<file path="src/rtl/rf_wb_arbiter.sv">
// rtl/rf_wb_arbiter.sv - register-file write-back arbiter with pending long-latency write scoreboard
// Define RF_WB_ARB_STARVE_EN to compile in the port L starvation guard (STARVE_LIMIT).
module rf_wb_arbiter #(
    parameter int REG_WIDTH    = 32,
    parameter int ADDR_WIDTH   = 5,
    parameter int STARVE_LIMIT = 4
) (
    input  logic                     i_clk,
    input  logic                     i_reset,
    input  logic                     i_p_valid,
    output logic                     o_p_ready,
    input  logic [ADDR_WIDTH-1:0]    i_p_addr,
    input  logic [REG_WIDTH-1:0]     i_p_data,
    input  logic                     i_l_valid,
    output logic                     o_l_ready,
    input  logic [ADDR_WIDTH-1:0]    i_l_addr,
    input  logic [REG_WIDTH-1:0]     i_l_data,
    input  logic                     i_alloc_valid,
    input  logic [ADDR_WIDTH-1:0]    i_alloc_addr,
    output logic [2**ADDR_WIDTH-1:0] o_busy,
    output logic                     o_wr_en,
    output logic [ADDR_WIDTH-1:0]    o_wr_addr,
    output logic [REG_WIDTH-1:0]     o_wr_data
);
    localparam int NUM_REGS = 2**ADDR_WIDTH;

    logic                  w_grant_p;
    logic                  w_grant_l;
    logic                  w_starved;
    logic                  w_xfer_valid;
    logic [ADDR_WIDTH-1:0] w_xfer_addr;
    logic [REG_WIDTH-1:0]  w_xfer_data;
    logic [NUM_REGS-1:0]   w_busy_next;

    logic                  r_wr_en;
    logic [ADDR_WIDTH-1:0] r_wr_addr;
    logic [REG_WIDTH-1:0]  r_wr_data;
    logic [NUM_REGS-1:0]   r_busy;

`ifdef RF_WB_ARB_STARVE_EN
    localparam int CNT_W = $clog2(STARVE_LIMIT + 1);

    logic [CNT_W-1:0] r_starve_cnt;

    assign w_starved = (r_starve_cnt == CNT_W'(STARVE_LIMIT));

    // Counts consecutive cycles L waits; any cycle L is idle or wins restarts the count.
    always_ff @(posedge i_clk) begin
        if (i_reset) begin
            r_starve_cnt <= '0;
        end else if (i_l_valid && !w_grant_l) begin
            if (!w_starved) begin
                r_starve_cnt <= r_starve_cnt + 1'b1;
            end
        end else begin
            r_starve_cnt <= '0;
        end
    end
`else
    // Strict priority build: the limit has no effect.
    assign w_starved = 1'b0 & (STARVE_LIMIT >= 1);
`endif

    // L wins when alone, on an address collision (it is the older write), or when starved.
    always_comb begin
        w_grant_p = 1'b0;
        w_grant_l = 1'b0;
        if (!i_reset) begin
            if (i_l_valid && (!i_p_valid || (i_p_addr == i_l_addr) || w_starved)) begin
                w_grant_l = 1'b1;
            end else if (i_p_valid) begin
                w_grant_p = 1'b1;
            end
        end
    end

    assign w_xfer_valid = w_grant_p | w_grant_l;
    assign w_xfer_addr  = w_grant_l ? i_l_addr : i_p_addr;
    assign w_xfer_data  = w_grant_l ? i_l_data : i_p_data;

    // Allocation is applied after the clear so a same-cycle re-allocation stays pending.
    always_comb begin
        w_busy_next = r_busy;
        if (w_grant_l) begin
            w_busy_next[i_l_addr] = 1'b0;
        end
        if (i_alloc_valid) begin
            w_busy_next[i_alloc_addr] = 1'b1;
        end
        w_busy_next[0] = 1'b0;
    end

    always_ff @(posedge i_clk) begin
        if (i_reset) begin
            r_wr_en   <= 1'b0;
            r_wr_addr <= '0;
            r_wr_data <= '0;
            r_busy    <= '0;
        end else begin
            r_wr_en <= w_xfer_valid && (w_xfer_addr != '0);
            if (w_xfer_valid) begin
                r_wr_addr <= w_xfer_addr;
                r_wr_data <= w_xfer_data;
            end
            r_busy <= w_busy_next;
        end
    end

    assign o_p_ready = w_grant_p;
    assign o_l_ready = w_grant_l;
    assign o_busy    = r_busy;
    assign o_wr_en   = r_wr_en;
    assign o_wr_addr = r_wr_addr;
    assign o_wr_data = r_wr_data;

endmodule

</file>
<file path="config.mk">
export PLATFORM = sky130hd
export DESIGN_NAME = rf_wb_arbiter
export DESIGN_NICKNAME = d
export VERILOG_FILES = /design/src/rtl/rf_wb_arbiter.sv
export SDC_FILE = /design/constraint.sdc
export NUM_CORES = 1
export LEC_CHECK = 0
export ABC_AREA = 1
export BUFFER_PORTS_ARGS = -buffer_cell sky130_fd_sc_hd__clkbuf_2
export CORE_AREA = 5 5 95 97
export CTS_CLUSTER_SIZE = 25
export DETAILED_ROUTE_END_ITERATION = 10
export DIE_AREA = 0 0 100 102
export PLACE_DENSITY = 0.74
export SYNTH_ARGS = -nofsm -noshare
export SYNTH_HDL_FRONTEND = slang
export SYNTH_SLANG_ARGS = --single-unit
export TNS_END_PERCENT = 100
</file>
<file path="constraint.sdc">
create_clock -name i_clk -period 1.96 [get_ports i_clk]
set_input_delay 0.294 -clock i_clk [delete_from_list [all_inputs] [get_ports i_clk]]
set_output_delay 0.294 -clock i_clk [all_outputs]
set_load 0.01 [all_outputs]
</file>
* Word level (Yosys, flattened, before mapping)
Cells that the tools add are included.
** Cells by class
- Add/subtract/negate cells :: 0
- $mul :: 0
- Divide/modulo/power cells :: 0
- Order comparisons :: 4
- Equality and inequality tests :: 1
- Shift operators :: 0
- Mux-type cells :: 13
- Bitwise gates (word level) :: 4
- Reductions and logical operators :: 7
** Operators by type and width (count)
- $mux W32 :: 3
- $and A32 B32 Y32 :: 1
- $not A32 Y32 :: 1
- $or A32 B32 Y32 :: 1
- $lt A5 B6 Y1 const B :: 2
- $demux W1 S5 :: 2
- $ge A5 B1 Y1 const B :: 2
- $mux W1 :: 7
- $eq A5 B5 Y1 :: 1
- $mux W5 :: 1
- $reduce_bool A5 Y1 :: 1
- $logic_and A1 B1 Y1 :: 4
- $logic_not A1 Y1 :: 1
- $logic_or A1 B1 Y1 :: 1
- $or A1 B1 Y1 :: 1
** Storage, ports and cells
- Register bits :: 70
- Latch bits :: 0
- RAM bits :: 0
- ROM bits :: 0
- Output and inout bits :: 72
- Word-level logic and storage cells :: 34
- Memories kept :: 0

* Depth between registers and ports, before layout
Gate-level depths: netlist (run 1).
- Depth in word-level cells :: 9
- Depth in mapped cells :: 13
- Mapped depth without buffers :: 12

* Worst setup path before layout (run 1)
No wires, ideal clock.
- Path kind :: input port to flip-flop
- From :: input i_l_addr[3]
- To :: register r_wr_en, in the netlist o_wr_en
- Data arrival time :: 1.376 ns
- Required time :: 1.847 ns
- Slack :: 0.472 ns
- Stages on the path :: 10
- Cells stage by stage :: clkbuf_2 xnor2_1 nand3_2 nand2_4 nand3_4 buf_6 o21ai_1 nand2_1 nor2_1 nor2_1
** Between the ends
- Cells in the longest elaborated chain, start to end :: 8
** RTL lines
- start: declaration :: line 16 : input logic [ADDR_WIDTH-1:0] i_l_addr,
- $eq A5 B5 Y1 :: line 69 : if (i_l_valid && (!i_p_valid || (i_p_addr == i_l_addr) || w_starved)) begin
- $logic_or A1 B1 Y1 :: line 69
- $logic_and A1 B1 Y1 :: line 69
- $mux W1 :: line 69
- $mux W1 :: line 68 : if (!i_reset) begin
- $mux W5 :: line 78 : assign w_xfer_addr = w_grant_l ? i_l_addr : i_p_addr;
- $reduce_bool A5 Y1 :: line 100 : r_wr_en <= w_xfer_valid && (w_xfer_addr != '0);
- $logic_and A1 B1 Y1 (*) :: line 100
- end signal: assignment :: line 100
- end: declaration :: line 35 : logic r_wr_en;
Every way passes the cells marked *; elsewhere a longest branch is shown, timed or not.
A chain may end at the register's enable or synchronous reset.

* Worst setup path in the final report (run 1)
- From :: input i_l_addr[4]
- To :: output o_l_ready
** Between the ends
- Cells in the longest elaborated chain, start to end :: 5
** RTL lines
- $eq A5 B5 Y1 :: line 69
- $logic_or A1 B1 Y1 :: line 69
- $logic_and A1 B1 Y1 :: line 69
- $mux W1 :: line 69
- $mux W1 :: line 68
- end: declaration :: line 15 : output logic o_l_ready,
Every way passes these cells.

==> results of run 1 <==
## synth_stat cells
| library cell | n | area [um2] |
|---|---|---|
| sky130_fd_sc_hd__nand2_8 | 1 | 20.02 |
| sky130_fd_sc_hd__conb_1 | 1 | 3.750 |
| sky130_fd_sc_hd__nor3_1 | 17 | 85.08 |
| sky130_fd_sc_hd__o21a_1 | 34 | 255.2 |
| sky130_fd_sc_hd__nor2_2 | 1 | 6.260 |
| sky130_fd_sc_hd__buf_2 | 3 | 15.01 |
| sky130_fd_sc_hd__nor2_1 | 75 | 281.5 |
| sky130_fd_sc_hd__o21ai_1 | 11 | 55.05 |
| sky130_fd_sc_hd__nand4_1 | 3 | 18.77 |
| sky130_fd_sc_hd__nand3_2 | 1 | 10.01 |
| sky130_fd_sc_hd__o211ai_2 | 3 | 37.54 |
| sky130_fd_sc_hd__o21ai_2 | 1 | 8.760 |
| sky130_fd_sc_hd__buf_6 | 6 | 67.56 |
| sky130_fd_sc_hd__nand2_4 | 3 | 33.78 |
| sky130_fd_sc_hd__nand2_1 | 94 | 352.8 |
| sky130_fd_sc_hd__a21oi_1 | 31 | 155.2 |
| sky130_fd_sc_hd__buf_4 | 1 | 7.510 |
| sky130_fd_sc_hd__nand3_1 | 1 | 5.000 |
| sky130_fd_sc_hd__o21ai_0 | 53 | 265.3 |
| sky130_fd_sc_hd__inv_2 | 2 | 7.510 |
| sky130_fd_sc_hd__xnor2_1 | 1 | 8.760 |
| sky130_fd_sc_hd__clkbuf_1 | 13 | 48.80 |
| sky130_fd_sc_hd__clkbuf_2 | 1 | 5.000 |
| sky130_fd_sc_hd__inv_1 | 22 | 82.58 |
| sky130_fd_sc_hd__nand3_4 | 1 | 17.52 |
| sky130_fd_sc_hd__dfxtp_1 | 69 | 1381 |
## state kept, by name, summed over array words and instances (netlist names)
name,cells
o_wr_data,32
o_busy,31
o_wr_addr,5
o_wr_en,1
## power by group
group	switching, mW	leakage, nW	total (mW)	internal [mW]
clock	0.543	0.116	1.39	0.845
sequential	0.0380	0.564	1.51	1.48
combinational	0.319	1.39	0.544	0.225
## cells in the final DEF (no fill, tap or decap), types with 9 or more instances in the layout
| master | netlist | routed |
|---|---|---|
| sky130_fd_sc_hd__nor2_1 | 75 | 75 |
| sky130_fd_sc_hd__a21oi_1 | 31 | 31 |
| sky130_fd_sc_hd__o21ai_0 | 53 | 53 |
| sky130_fd_sc_hd__clkbuf_2 | 1 | 154 |
| sky130_fd_sc_hd__buf_4 | 1 | 11 |
| sky130_fd_sc_hd__dfxtp_1 | 69 | 69 |
| sky130_fd_sc_hd__inv_1 | 22 | 22 |
| sky130_fd_sc_hd__clkbuf_8 | 0 | 9 |
| sky130_fd_sc_hd__nand2_1 | 94 | 94 |
| sky130_fd_sc_hd__o21ai_1 | 11 | 11 |
| sky130_fd_sc_hd__o21a_1 | 34 | 34 |
| sky130_fd_sc_hd__nor3_1 | 17 | 17 |
## cell families after synthesis
| group | share of synthesized area, % |
|---|---|
| compound gates | 24.01 |
| flops | 42.69 |
| other cells | 0.1159 |
| buf+inv | 7.231 |
| simple gates | 25.68 |
| xor+xnor | 0.2707 |
## worst min-delay path: cells and delay by family
kind            cells  cell delay (ns)
simple gates        2             0.12
buf+inv             1             0.08
compound gates      1             0.11
## layer usage
layer  part of all wire [%]  vias to the layer above  track usage, %
li1                       -                     1782               -
met4                    1.2                        0           6.839
met1                     40                     1601           22.30
met2                     49                      165           34.12
met5                      0                        -               0
met3                     10                       13           5.256
## worst min path at each step
stage                          startpoint             to  cells past startpoint
after floorplan           i_alloc_addr[3]      o_busy[1]                      3
after global placement       o_wr_data[2]   o_wr_data[2]                      1
after detailed placement    o_wr_data[17]  o_wr_data[17]                      1
after CTS                    i_p_data[30]  o_wr_data[30]                      4
after global routing         i_p_data[24]  o_wr_data[24]                      4
final                        i_p_data[17]  o_wr_data[17]                      4
## area by class of cell
cell class | instances | area (um2) | area share (%)
clock buffer | 10 | 127.6 | 2.944
inverter | 24 | 90.09 | 2.078
multi-input combinational | 332 | 1620 | 37.37
clock inverter | 6 | 111.4 | 2.569
tap | 105 | 131.4 | 3.030
sequential | 69 | 1381 | 31.86
timing repair buffer | 166 | 873.3 | 20.14
## metrics by stage
stage	hold slack (ns)	instance area [um2]	total power, mW	setup WS [ns]
after floorplan	0.4866	3236	1.850	0.4716
after global placement	0.4467	4096	2.079	0.1814
after detailed placement	0.4520	4096	2.091	0.1220
after CTS	0.2806	4335	3.469	0.2521
after global routing	0.2932	4335	3.603	0.08356
final	0.2830	4335	3.446	0.2580
==> run summary, run 1 <==
The die extent in y came out at 102 um. Counting every sink on the clock net gives 69. In the final routed layout, each cell accounts on average for around 14 um.

STA puts the critical path data required time at 1.67 ns. The slowest stage of the critical path is the sky130_fd_sc_hd__nand3_4 cell. The summed instance area of the synthesized netlist is about 3200 um2. From synthesis to final layout, the design area changed by 33.99%. The smallest clock period supported by the final layout is computed as 1.702 ns. The master cell of the clock root buffer is sky130_fd_sc_hd__clkbuf_8.

The count of final hold-check violations is 0. The signal on the critical path passes through clkbuf_2, inv_2, nand2_1, nand2_1, nor2_2, nand3_2, nand2_4, nand3_4, inv_1, clkbuf_2. In this run, the number of DRC markers left after iteration 0 of detailed routing was 113. The highest cell delay on the worst timing path came out at approximately 0.18 ns. Yosys printed 0 warnings. In this run the critical register-to-register path is captured at o_wr_addr[2]. The effective utilization at floorplan is between 40% and 50%.

The pin count of the biggest net entering global routing is 33. The power per unit of standard cell area came out at roughly 800 nW/um2. The count of instances resized after the clock tree is built came out at 0.

The critical path start-end classification is primary input to output port. The first-pass detailed-route iteration total is 4. The critical path buffer and inverter count is 4. The flow ran to the end, and the final reports show no timing, DRC or antenna violations.

In this design, the largest share of critical-path delay is due to simple AND/OR/NAND/NOR gates. In the routed design, unresolved DRC markers number 0. Cells with a size suffix above 1 make up a little under a third of the layout. The critical path launch point is i_l_addr[4]. The path class of the tightest hold or removal check is primary input to flop. The post-placement cell count is just under 700. The overflow left after global routing came out at 0.

The first global-routing pass estimated 15,730 um of wire. The ratio of final minimum period to clock period came out at a little under 90%. The HPWL after detailed placement is 7760 um. Using the TritonRoute via totals, the vias-per-cell ratio works out to between 5 and 6. The filler cell count came out at 791. The total nets after synthesis came out at between 500 and 600. The number of buffers between clock root and the deepest sink came out at 2.

The worst voltage drop across the vdd grid came out at 0.0004569 V. The number of hold buffers added after cts is 0. The vias after detailed routing came out at approximately 3.6k.

The top-level I/O count is around 160. The core box area is between 8000 and 9000 um2. The net total in the final layout came out at ~690. The worst flop-to-flop path startpoint is o_wr_addr[2]. The number of global-route vias before repair is roughly 3.4k.

The latest clock arrival within the worst-skew pair is 0.35 ns. The remaining antenna violation count came out at 0. The repair_antennas step left the layout with diodes totalling 0.

In this run the core area contains 33 standard-cell rows. STA classifies the critical path startpoint as a primary input. The fraction of the core area covered by cells at the end of the flow is 53.85%. STA puts the critical path data arrival time at 1.41 ns.

The clock arrives with 0 ns of skew. The number of cells on the worst reg-to-reg path came out at 3. After synthesis, flip-flops and latches occupy about 43% of the total area. The maximum level of the CTS H-tree came out at 3. The non-filler instance count after layout is just over 700. The reported max-cap violation count came out at 0. The post-synthesis cell type count is 26. The number of buffers created by CTS came out at 9. The worst setup path is captured at an output port. The slack of the worst reg-to-reg path came out at 1.29 ns. The maximum net fanout on the critical path came out at 15.

The overall die area is 10,200 um2. TritonCTS built the clock tree. The initial antenna violation count came to 0. The CTS clock-pin slew for the worst setup and hold paths is roughly 0.08 ns. The gate count of the mapped netlist came out at between 400 and 500. At the end of routability-driven placement, the weighted congestion stood at just under 0.9. The number of failing setup endpoints in the final timing report is 0. The total negative slack came out at 0 ns. The mean post-synth cell area is just over 7 um2. The final-report max-slew violation count is 0. The slew at the pin with the worst max-slew slack is between 0.6 and 0.7 ns. Buffers placed on the I/O ports in this run total between 150 and 200.

Setup repair after global routing left no endpoint under its margin. Buffers added to address setup during post-CTS repair amount to 0. The global-route total usage across every layer came out at between 10% and 20%. The die boundary width is 100 um.

The fmax is 0.5876 GHz. The critical path ends at o_l_ready. After synthesis the netlist holds a flip-flop and latch count of 69. The total detailed-routing wirelength is roughly 10,000 um.

The relative max-transition margin came out at 54.26%. Summed over all cells, the static leakage comes to between 2 and 2.5 nW. The critical path crosses 10 cells after its start point.
Note: power is estimated with default switching activity, not from simulation.
==> run 2: changes to the inputs <==
BUFFER_PORTS_ARGS = default   (was -buffer_cell sky130_fd_sc_hd__clkbuf_2)
CORE_AREA = 2 2 92 94   (was 5 5 95 97)
DIE_AREA = 0 0 94 96   (was 0 0 100 102)
DONT_BUFFER_PORTS = 1   (was default)
PLACE_DENSITY = 0.58   (was 0.74)
==> run summary, run 2 (synthesis results as in run 1) <==
The flow ran to the end, and the final reports show no timing, DRC or antenna violations. The worst setup path is captured at an output port. The ratio of final minimum period to clock period came out at between 70 and 80%. The endpoint arrival time on the critical path is around 1.2 ns. The clock tree from TritonCTS is yes. Clock tree synthesis selected as its root buffer the cell sky130_fd_sc_hd__clkbuf_8. The number of hold buffers added after cts is 3. The HPWL after detailed placement came out at about 6600 um. The share of final-layout standard cells stronger than drive strength 1 is about 8.4%. Cells fill between 40% and 50% of the core in the end. Summed over all cells, the static leakage comes to between 1 and 1.5 nW.

The path class of the tightest hold or removal check is primary input to flop. The floorplan step defined a die boundary enclosing around 9000 um2. The initial antenna violation count is 0. The number of antenna repair diodes is 0. The detail-routed via count per cell came out at 5.281. Global routing used 20.04% of the available tracks across all layers. The final-report max-slew violation count came out at 0.

The CTS clock-pin slew for the worst setup and hold paths came out at approximately 0.07 ns. Counting tap cells, the placed design contains a total of 540 instances. The non-filler instance count after layout is about 560. The overflow left after global routing is 0. In this run the post-CTS setup repair buffer count came out at 0. The routed length per instance came out at around 16 um. The remaining antenna violation count came out at 0. The critical path launch point is i_l_addr[0].

The reported max-cap violation count came out at 0. For this run, the post-layout net count is approximately 530. The latest clock arrival within the worst-skew pair is around 0.35 ns.

The core box area came out at 8051 um2. In this run the horizontal extent of the chip is around 94 um. The number of failing setup endpoints in the final timing report is 0. The number of I/O port buffers is 0.

The library cells used most frequently in the layout, excluding fill and tap cells, are sky130_fd_sc_hd__nand2_1 (94), sky130_fd_sc_hd__nor2_1 (75), sky130_fd_sc_hd__dfxtp_1 (69). The total DRC errors in the routed layout is 0. The maximum level of the CTS H-tree came out at 3. The startpoint identified for the worst register-to-register timing path is o_wr_addr[3]. The startpoint kind of the worst setup timing path is a primary input.

The worst voltage drop across the vdd grid is 0.0003320 V. The die extent in y came out at 96 um. The effective utilization at floorplan is ~40%. Summed over all failing endpoints, the final setup total negative slack is 0 ns. The area added between synthesis and finish came out at 9.397%.

The pre-antenna-repair detailed-routing pass consisted of 4 iterations. The first-pass GRT wire length came out at between 10,000 and 15,000 um. At the pin with the least slew margin, the transition time is slightly below 0.9 ns. The worst hold path begins at i_l_addr[3]. The count of final hold-check violations came out at 0.

In this run the tightest slew margin relative to its limit is a little over two fifths. Leaving out fill and tap cells, the most frequent cell in the layout is sky130_fd_sc_hd__nand2_1. The completed layout was analyzed and its total power is between 3 and 4 mW. The total clock sinks is 69.

Entering global routing, the biggest net connects 33 pins. The worst hold path was traced through 4 stages. The required time at the endpoint of the critical path came out at ~1.7 ns. The global placer's final weighted congestion is 0.8106. The clock passes through at most 2 buffers.

The maximum net fanout on the critical path is 15. Dividing total power by cell area gives a power density of a little under 900 nW/um2. The total detailed-routing wirelength came out at 8861 um. For this block, the initial DRC count from the detailed router was 69. Clock tree synthesis inserted a total of 9 buffers. Setup repair after global routing left no endpoint under its margin. The number of rows in the core area is 33. The routed layout has about 2.9k vias. The count of instances resized after the clock tree is built came out at 0. The final critical delay including setup and external delays is between 1 and 1.5 ns. The worst register-to-register path has a setup slack of 1.22 ns. The filler cell count is 850. The number of global-route vias before repair is 2,846.

The critical path start-end classification is primary input to output port. The clock skew came out at 0 ns. The number of cells on the worst reg-to-reg path came out at 3. In this run the count of I/O pins placed on the die edge is 156. The fmax came out at 0.6923 GHz. The flip-flop count of the largest register after layout is 32.
==> run 2: area by class of cell <==
cell class	instances	area (um2)	area share [%]
Clock buffer	11	151.4	4.277
Timing Repair Buffer	13	117.6	3.323
Clock inverter	4	47.55	1.343
Multi-Input combinational cell	332	1620	45.78
Inverter	24	90.09	2.545
Tap cell	105	131.4	3.712
Sequential cell	69	1381	39.02
==> run 2: routing by layer <==
layer  global-route usage, %  vias up  wire [um]
met2                   35.24      125       4233
met5                       0        -          0
met1                   20.86     1325       3472
met3                   8.222       20        934
met4                   9.420        0        221
li1                        -     1477          -
==> run 2: report_power, final <==
group	switching (mW)	internal [mW]	total [mW]
Clock	0.528	0.645	1.17
Sequential	0.0858	1.48	1.56
Combinational	0.210	0.123	0.333
Total	0.824	2.24	3.07
==> run 2: final timing paths <==
path	endpoint
max	o_l_ready
min	o_wr_addr[3]
max reg2reg	o_wr_addr[3]
min reg2reg	o_busy[9]
==> run 2: per-stage QoR <==
step | area [um2] | hold WS, ns | worst slack, ns
floorplan | 3236 | 0.4866 | 0.4716
global placement | 3311 | 0.3686 | 0.2715
detailed placement | 3311 | 0.3708 | 0.2272
CTS | 3540 | 0.1430 | 0.4903
global route | 3540 | 0.1572 | 0.3899
finish | 3540 | 0.1620 | 0.5155
==> run 2: worst max-delay path: stages <==
cell and delay, ns:
sky130_fd_sc_hd__inv_1 0.04, sky130_fd_sc_hd__nand2_1 0.05, sky130_fd_sc_hd__nand2_1 0.05, sky130_fd_sc_hd__nor2_1 0.12, sky130_fd_sc_hd__nand3_2 0.10, sky130_fd_sc_hd__nand2_4 0.11
sky130_fd_sc_hd__nand3_4 0.18, sky130_fd_sc_hd__inv_1 0.20
